### src/rtl/vdc_share_arbiter.sv
// rtl/vdc_share_arbiter.sv - round-robin arbiter sharing one VdC core among N_REQ requesters
module vdc_share_arbiter #(
    parameter int N_REQ   = 4,
    parameter int IDX_W   = 2,
    parameter int TIMEOUT = 64
) (
    input  logic                 clk,
    input  logic                 rst_n,
    input  logic [N_REQ-1:0]     req,
    input  logic [N_REQ*32-1:0]  req_k,
    input  logic [N_REQ*2-1:0]   req_base,
    output logic [N_REQ-1:0]     req_ack,
    output logic [N_REQ-1:0]     rsp_valid,
    output logic [31:0]          rsp_data,
    output logic                 rsp_err,
    output logic                 busy,
    output logic                 core_start,
    output logic [31:0]          core_k,
    output logic [1:0]           core_base,
    input  logic [31:0]          core_result,
    input  logic                 core_done,
    input  logic                 core_ready
);

    typedef enum logic [1:0] {S_IDLE, S_ISSUE, S_WAIT, S_RESP} state_t;

    state_t            state, state_n;
    logic [IDX_W-1:0]  ptr, idx, win, cidx;
    logic [15:0]       cnt;
    logic              found;
    logic [31:0]       sel_k;
    logic [1:0]        sel_base;
    int                cand;

    // Search ptr, ptr+1, ... (mod N_REQ) for the first active request.
    always_comb begin
        found    = 1'b0;
        win      = '0;
        cand     = 0;
        cidx     = '0;
        sel_k    = '0;
        sel_base = '0;
        for (int j = 0; j < N_REQ; j++) begin
            cand = int'(ptr) + j;
            if (cand >= N_REQ)
                cand = cand - N_REQ;
            cidx = IDX_W'(cand);
            if (!found && req[cidx]) begin
                found = 1'b1;
                win   = cidx;
            end
        end
        for (int i = 0; i < N_REQ; i++) begin
            if (win == IDX_W'(i)) begin
                sel_k    = req_k[i*32 +: 32];
                sel_base = req_base[i*2 +: 2];
            end
        end
    end

    always_comb begin
        state_n = state;
        case (state)
            S_IDLE:  if (found && core_ready) state_n = S_ISSUE;
            S_ISSUE: state_n = S_WAIT;
            S_WAIT:  if (core_done || cnt == 16'(TIMEOUT - 1)) state_n = S_RESP;
            S_RESP:  state_n = S_IDLE;
            default: state_n = S_IDLE;
        endcase
    end

    // All outputs are flops; strobes are loaded from the next-state decision.
    always_ff @(posedge clk or negedge rst_n) begin
        if (!rst_n) begin
            state      <= S_IDLE;
            ptr        <= '0;
            idx        <= '0;
            cnt        <= '0;
            req_ack    <= '0;
            rsp_valid  <= '0;
            rsp_data   <= '0;
            rsp_err    <= 1'b0;
            busy       <= 1'b0;
            core_start <= 1'b0;
            core_k     <= '0;
            core_base  <= '0;
        end else begin
            state      <= state_n;
            busy       <= (state_n != S_IDLE);
            core_start <= (state_n == S_ISSUE);
            req_ack    <= '0;
            rsp_valid  <= '0;
            case (state)
                S_IDLE: begin
                    if (state_n == S_ISSUE) begin
                        idx       <= win;
                        core_k    <= sel_k;
                        core_base <= sel_base;
                        req_ack   <= N_REQ'(1) << win;
                    end
                end
                S_ISSUE: cnt <= '0;
                S_WAIT: begin
                    // A done arriving on the timeout cycle still delivers its result.
                    if (core_done) begin
                        rsp_data <= core_result;
                        rsp_err  <= 1'b0;
                    end else if (cnt == 16'(TIMEOUT - 1)) begin
                        rsp_data <= '0;
                        rsp_err  <= 1'b1;
                    end else begin
                        cnt <= cnt + 16'd1;
                    end
                end
                S_RESP: begin
                    rsp_valid <= N_REQ'(1) << idx;
                    if (idx == IDX_W'(N_REQ - 1))
                        ptr <= '0;
                    else
                        ptr <= idx + 1'b1;
                end
                default: ;
            endcase
        end
    end

endmodule

### config.mk
export PLATFORM = sky130hd
export DESIGN_NAME = vdc_share_arbiter
export DESIGN_NICKNAME = d
export VERILOG_FILES = /design/src/rtl/vdc_share_arbiter.sv
export SDC_FILE = /design/constraint.sdc
export NUM_CORES = 1
export LEC_CHECK = 0
export BUFFER_PORTS_ARGS = -buffer_cell sky130_fd_sc_hd__buf_4
export CAP_MARGIN = 20
export CORE_MARGIN = 5
export CORE_UTILIZATION = 25
export CTS_CLUSTER_DIAMETER = 200
export DETAILED_ROUTE_END_ITERATION = 8
export SLEW_MARGIN = 20
export SYNTH_ARGS = -nofsm -noshare
export SYNTH_HDL_FRONTEND = slang
export SYNTH_SLANG_ARGS = --single-unit
export TNS_END_PERCENT = 1
### constraint.sdc
create_clock -name clk -period 2.17 [get_ports clk]
set_clock_uncertainty 0.15 [all_clocks]
set_input_delay 0.5425 -clock clk [delete_from_list [all_inputs] [get_ports clk]]
set_output_delay 0.5425 -clock clk [all_outputs]
set_load 0.02 [all_outputs]
# After elaboration in Yosys (flattened, before gate mapping)
# Cells that the tools add are included.
# op_classes
addsub	9
n_lt_le_gt_ge	8
n_eq_ne	11
n_shift	2
muxes	42
reduce_logical	16
# ops
operator	n
32-bit two-way mux	6
16-bit two-way mux	2
16-bit one-hot mux with 2 select lines	1
2-bit two-way mux	15
16-bit by 1-bit adder with 16-bit output (second input constant)	1
16-bit by 6-bit equality test with 1-bit output (second input constant)	1
2-bit by 3-bit less-than comparator with 1-bit output (second input constant)	4
4-bit two-way mux	3
2-bit equality test (second input constant)	5
1-bit two-way mux	10
3-bit >= comparator (second input constant)	3
1-bit binary-select mux with 2-bit select	4
2-bit one-hot mux with 4 select lines	1
1-bit by 2-bit << shifter with 4-bit output (first input constant)	2
2-bit by 1-bit subtractor with 2-bit output (second input constant)	4
2-bit by 2-bit adder with 3-bit output (second input constant)	2
2-bit by 1-bit equality test with 1-bit output (second input constant)	3
2-bit nonzero test	3
1-bit logical AND	4
2-bit logical NOT	2
2-bit inequality test (second input constant)	2
2-bit AND reduction	2
2-bit by 1-bit adder with 3-bit output (second input constant)	1
2-bit by 3-bit >= comparator with 1-bit output (second input constant)	1
other kinds (4)	6
# totals
reg_bits	99
input_bits	176
out_inout_bits	77
word_cells	100

# Depth between registers and ports, before layout
# logic_depth
depth_word	20
mapped_depth	10
mapped_depth_nobuf	7

# Worst setup path before layout
# No wires, ideal clock.
# synth_path
path_kind	input to register
start	input req[0]
end	register core_k[26]
setup_ns	0.125
arrival_time_ns	1.918
t_required_ns	1.895
setup_slack_ns	-0.023
path_stages	7
n_path_buf	2
cell_sequence	or3b_2 > o221ai_1 > buf_4 > buf_4 > mux2i_1 > mux2i_1 > mux2_2
# synth_via
elab_chain_cells	17
elab_cells_between_ends	35
cone_classes	4 x eq/ne; 22 x mux; 9 x reduce/logical
# synth_rtl
element	line_no	text
from (decl)	9	input logic [N_REQ-1:0] req,
1-bit binary-select mux with 2-bit select	48	if (!found && req[cidx]) begin
1-bit two-way mux (implied by the code)	48	
1-bit two-way mux	48	
1-bit logical NOT	48	
1-bit logical AND	48	
1-bit two-way mux	48	
1-bit logical NOT	48	
1-bit logical AND	48	
1-bit two-way mux	48	
1-bit logical NOT	48	
1-bit logical AND	48	
1-bit two-way mux or 2-bit two-way mux (tied branches)	48	
1-bit logical AND or 2-bit logical NOT (tied branches)	64, 54	
2-bit two-way mux or 32-bit two-way mux (tied branches)	64, 54	
2-bit one-hot mux with 4 select lines or 32-bit two-way mux (tied branches)	63, 54	
2-bit by 1-bit equality test with 1-bit output or 32-bit two-way mux (tied branches)	95, 54	
2-bit AND reduction (no line) or 32-bit two-way mux (tied branches)	n/a	
to (signal assigned)	97	core_k <= sel_k;
to (decl)	18	output logic [31:0] core_k,
# Several ways; a longest one is shown, not always the timed one. The select of a mux whose other input is x is not followed.
# A chain may end at the register's enable or synchronous reset.

# Final worst setup path
# layout_path
start	register ptr[1]
end	register core_k[9]
# layout_via
elab_chain_cells	19
elab_cells_between_ends	50
cone_classes	7 x add/sub; 4 x order compare; 4 x eq/ne; 26 x mux; 9 x reduce/logical
# layout_rtl
element	line_no	text
from (decl)	28	logic [IDX_W-1:0] ptr, idx, win, cidx;
from (signal assigned)	120	ptr <= idx + 1'b1;
branches (longest 19 deep; another with 2-bit by 1-bit adder with 3-bit output)	n/a	
# Parallel ways; which one is timed is not known. The select of a mux whose other input is x is not followed.

==> key figures <==
Outcome
  • Status: complete, no violations

Timing
  • PnR worst setup slack: 0.00977 ns
  • Fmax: 463 MHz
  • Max_slew headroom: 62.7%
  • Slew Viols, Final: 0
  • Unrepaired setup endpoints after global routing: true
  • Hold Vio Cnt, Final: 0
  • Final TNS setup: 0 ns
  • Actual slew at the worst max-slew pin: 0.560 ns
  • Tmin final: 2.16 ns
  • Final worst path period share: 99.5%
  • Setup violations, final: 0

Critical path
  • Startpoint Class: flop
  • Critical path start-end classification: reg -> reg
  • Critical Path Sink Type: flop
  • CP Max Fanout: 7
  • Crit path DAT: 2.24 ns
  • Slowest CP cell: dfrtp_2
  • CP most frequent cell: mux2i_1
  • Worst Path Required: 2.25 ns
  • CP Cell Sequence: mux2_4, o221ai_4, buf_12, buf_4, mux2i_1, mux2i_1, mux2_2
  • Slowest stage delay, CP: 0.44 ns

Logic synthesis
  • Post-synth EDFFs: 0
  • Ys async rst share: 100%
  • Top-area cell type share of the netlist area: 46.0%
  • Commonest register cell after synthesis: dfrtp_1
  • Synth cell types: 47
  • Synth Register Bits: 99
  • Synthesized instance count: 504
  • Ys Warns: 0
  • Top cells by area, synth: dfrtp_1 46%, mux2i_1 19%, mux2_2 7.5%
  • Synth Cell Area: 5390 um^2
  • Synth Net Count: 689
  • Synth area leader: dfrtp_1
  • Post-Syn Area per Cell: 10.7 um^2
  • Register area share after synthesis: 46.0%

Placement
  • Worst slack, placed: -0.244 ns
  • Post-DP Area: 7970 um^2
  • DP HPWL: 13700 um
  • Port Buf Inserts: 252
  • Routability cong.: 0.791
  • Placed Cells: 1054

Floorplan
  • Die width: 157 um
  • Die area: 24600 um^2
  • Starting Density: 25.5%
  • Vert. Die Dim: 157 um
  • # rows: 53
  • I/O pin cnt: 253
  • Core Footprint: 21200 um^2

Clock tree
  • TritonCTS clock tree: built
  • Hold-fix buffers at CTS: 0
  • H-tree lvl count: 3
  • Sink Count: 99
  • Clock Latency Late Sink: 0.35 ns
  • CTS Buffer Depth: 2
  • Clock transition at the registers of the reported paths: 0.08 ns
  • CTS buffer count: 9
  • Clock Root Buffer: clkbuf_16

GRT
  • Largest net degree at the start of global routing: 100
  • Number of global-route vias before repair: 4920
  • First-pass GRT wire length: 27200 um
  • Antenna violations before repair: 1
  • GRT Total Usage: 14.1%
  • GR Overflow Total: 0

Detailed routing
  • Post-route ant nets: 0
  • Total routed wirelength: 18300 um
  • WL per Instance: 17.0 um
  • Number of DRC markers in iteration 0: 208
  • TritonRoute pass-1 iters: 4
  • # DRC: 0
  • DR vias/cell: 4.51
  • Vias after detailed routing: 4844

Final layout
  • Post-layout net count: 979
  • Share of layout cells above drive strength 1: 48.3%
  • Most frequent cells in the layout: 296 x buf_4, 98 x dfrtp_1, 97 x mux2i_1
  • Layout fillers: 2111
  • Layout Cells excl Fill: 1075
  • Commonest non-fill, non-tap cell in the layout: buf_4
  • Synthesis-to-layout area growth: 56.9%
  • Design area: 8460 um^2

Hold path
  • Worst Hold Class: in -> async

Run
  • Max-cap violation count: 0

Power
  • Total power: 10600 uW
  • Pwr dens: 1250 nW/um^2
  • Worst vdd ir: 0.577 mV
  • LEAKAGE: 0.00423 uW
==> path summary, 6_finish.rpt <==
path	slack, ns	depth (start not counted)	startpoint	to
max reg2reg	0.01	7	ptr[1]	core_k[9]
max in group asynchronous	1.32	2	rst_n	ptr[1]
min	0.10	2	rst_n	rsp_data[19]
min in group clk	0.25	3	core_result[15]	rsp_data[15]
max	0.01	7	ptr[1]	core_k[9]
min reg2reg	0.34	1	cnt[15]	cnt[15]
==> where the power goes <==
part	switching (uW)	internal [uW]	total, uW
clock network	809	836	1650
logic	2890	2920	5810
registers	482	2620	3100
total	4180	6370	10600
==> critical path, delay by kind of cell, from the launching register on <==
kind / cells / cell delay (ns)
flip-flops: 1 / 0.44
buffers and inverters: 2 / 0.35
AO/OA/AOI/OAI: 1 / 0.21
multiplexers: 4 / 0.89
==> synthesized netlist by cell type (all sizes together) (4+ instances only) <==
| library cell | count |
|---|---|
| dfrtp | 99 |
| mux2 | 36 |
| clkbuf | 10 |
| ha | 9 |
| o41ai | 4 |
| buf | 22 |
| inv | 13 |
| nor2 | 18 |
| and2 | 6 |
| o21ai | 53 |
| nor4 | 4 |
| nand2 | 74 |
| nand3 | 10 |
| o31ai | 4 |
| mux2i | 102 |
| a21oi | 4 |
==> layer usage <==
metal	global-route usage, %	vias up	wire length, um
li1	-	2372	-
met1	18.0	2285	7730
met2	23.7	175	8820
met3	3.87	12	1510
met4	3.43	0	222
met5	0	-	0
==> area by class of cell <==
| cell class | count | area [um^2] | area share [%] |
|---|---|---|---|
| Multi-Input combinational cell | 360 | 2790 | 32.9 |
| Timing Repair Buffer | 311 | 2500 | 29.6 |
| Sequential cell | 99 | 2480 | 29.3 |
| Tap cell | 275 | 344 | 4.07 |
| Clock buffer | 10 | 239 | 2.82 |
| Clock inverter | 6 | 56.3 | 0.665 |
| Inverter | 13 | 48.8 | 0.577 |
| Antenna cell | 1 | 2.50 | 0.0296 |
==> sequential cells by signal (all words and copies together) (netlist names) <==
name        count
core_k         32
rsp_data       32
cnt            16
req_ack         4
rsp_valid       4
core_base       2
idx             2
ptr             2
state           2
busy            1
core_start      1
rsp_err         1
==> through the flow <==
stage	hold WS (ns)	util, %
2_1_floorplan	0.0969	-
3_3_place_gp	0.321	37.7
3_5_place_dp	0.319	37.7
4_1_cts	0.129	39.5
5_1_grt	0.146	40.0
6_report	0.100	40.0
==> cells by family after synthesis <==
| kind of cell | after synthesis | share of synthesized area (%) |
|---|---|---|
| mux | 138 | 26.5 |
| simple gates | 132 | 11.6 |
| flops | 99 | 46.0 |
| compound gates | 80 | 9.05 |
| buf+inv | 45 | 4.71 |
| fa+ha+maj | 9 | 2.09 |
| xor+xnor | 1 | 0.162 |
==> timing repair <==
item                                    in CTS  in global routing
pin swaps                                    1                  2
gates resized for setup                      9                 23
hold endpoints to repair                     0                  0
endpoints found under the setup margin      30                 74
gates cloned                                 2                  1
setup buffers                                1                  1
Note: power is estimated with default switching activity, not from simulation.
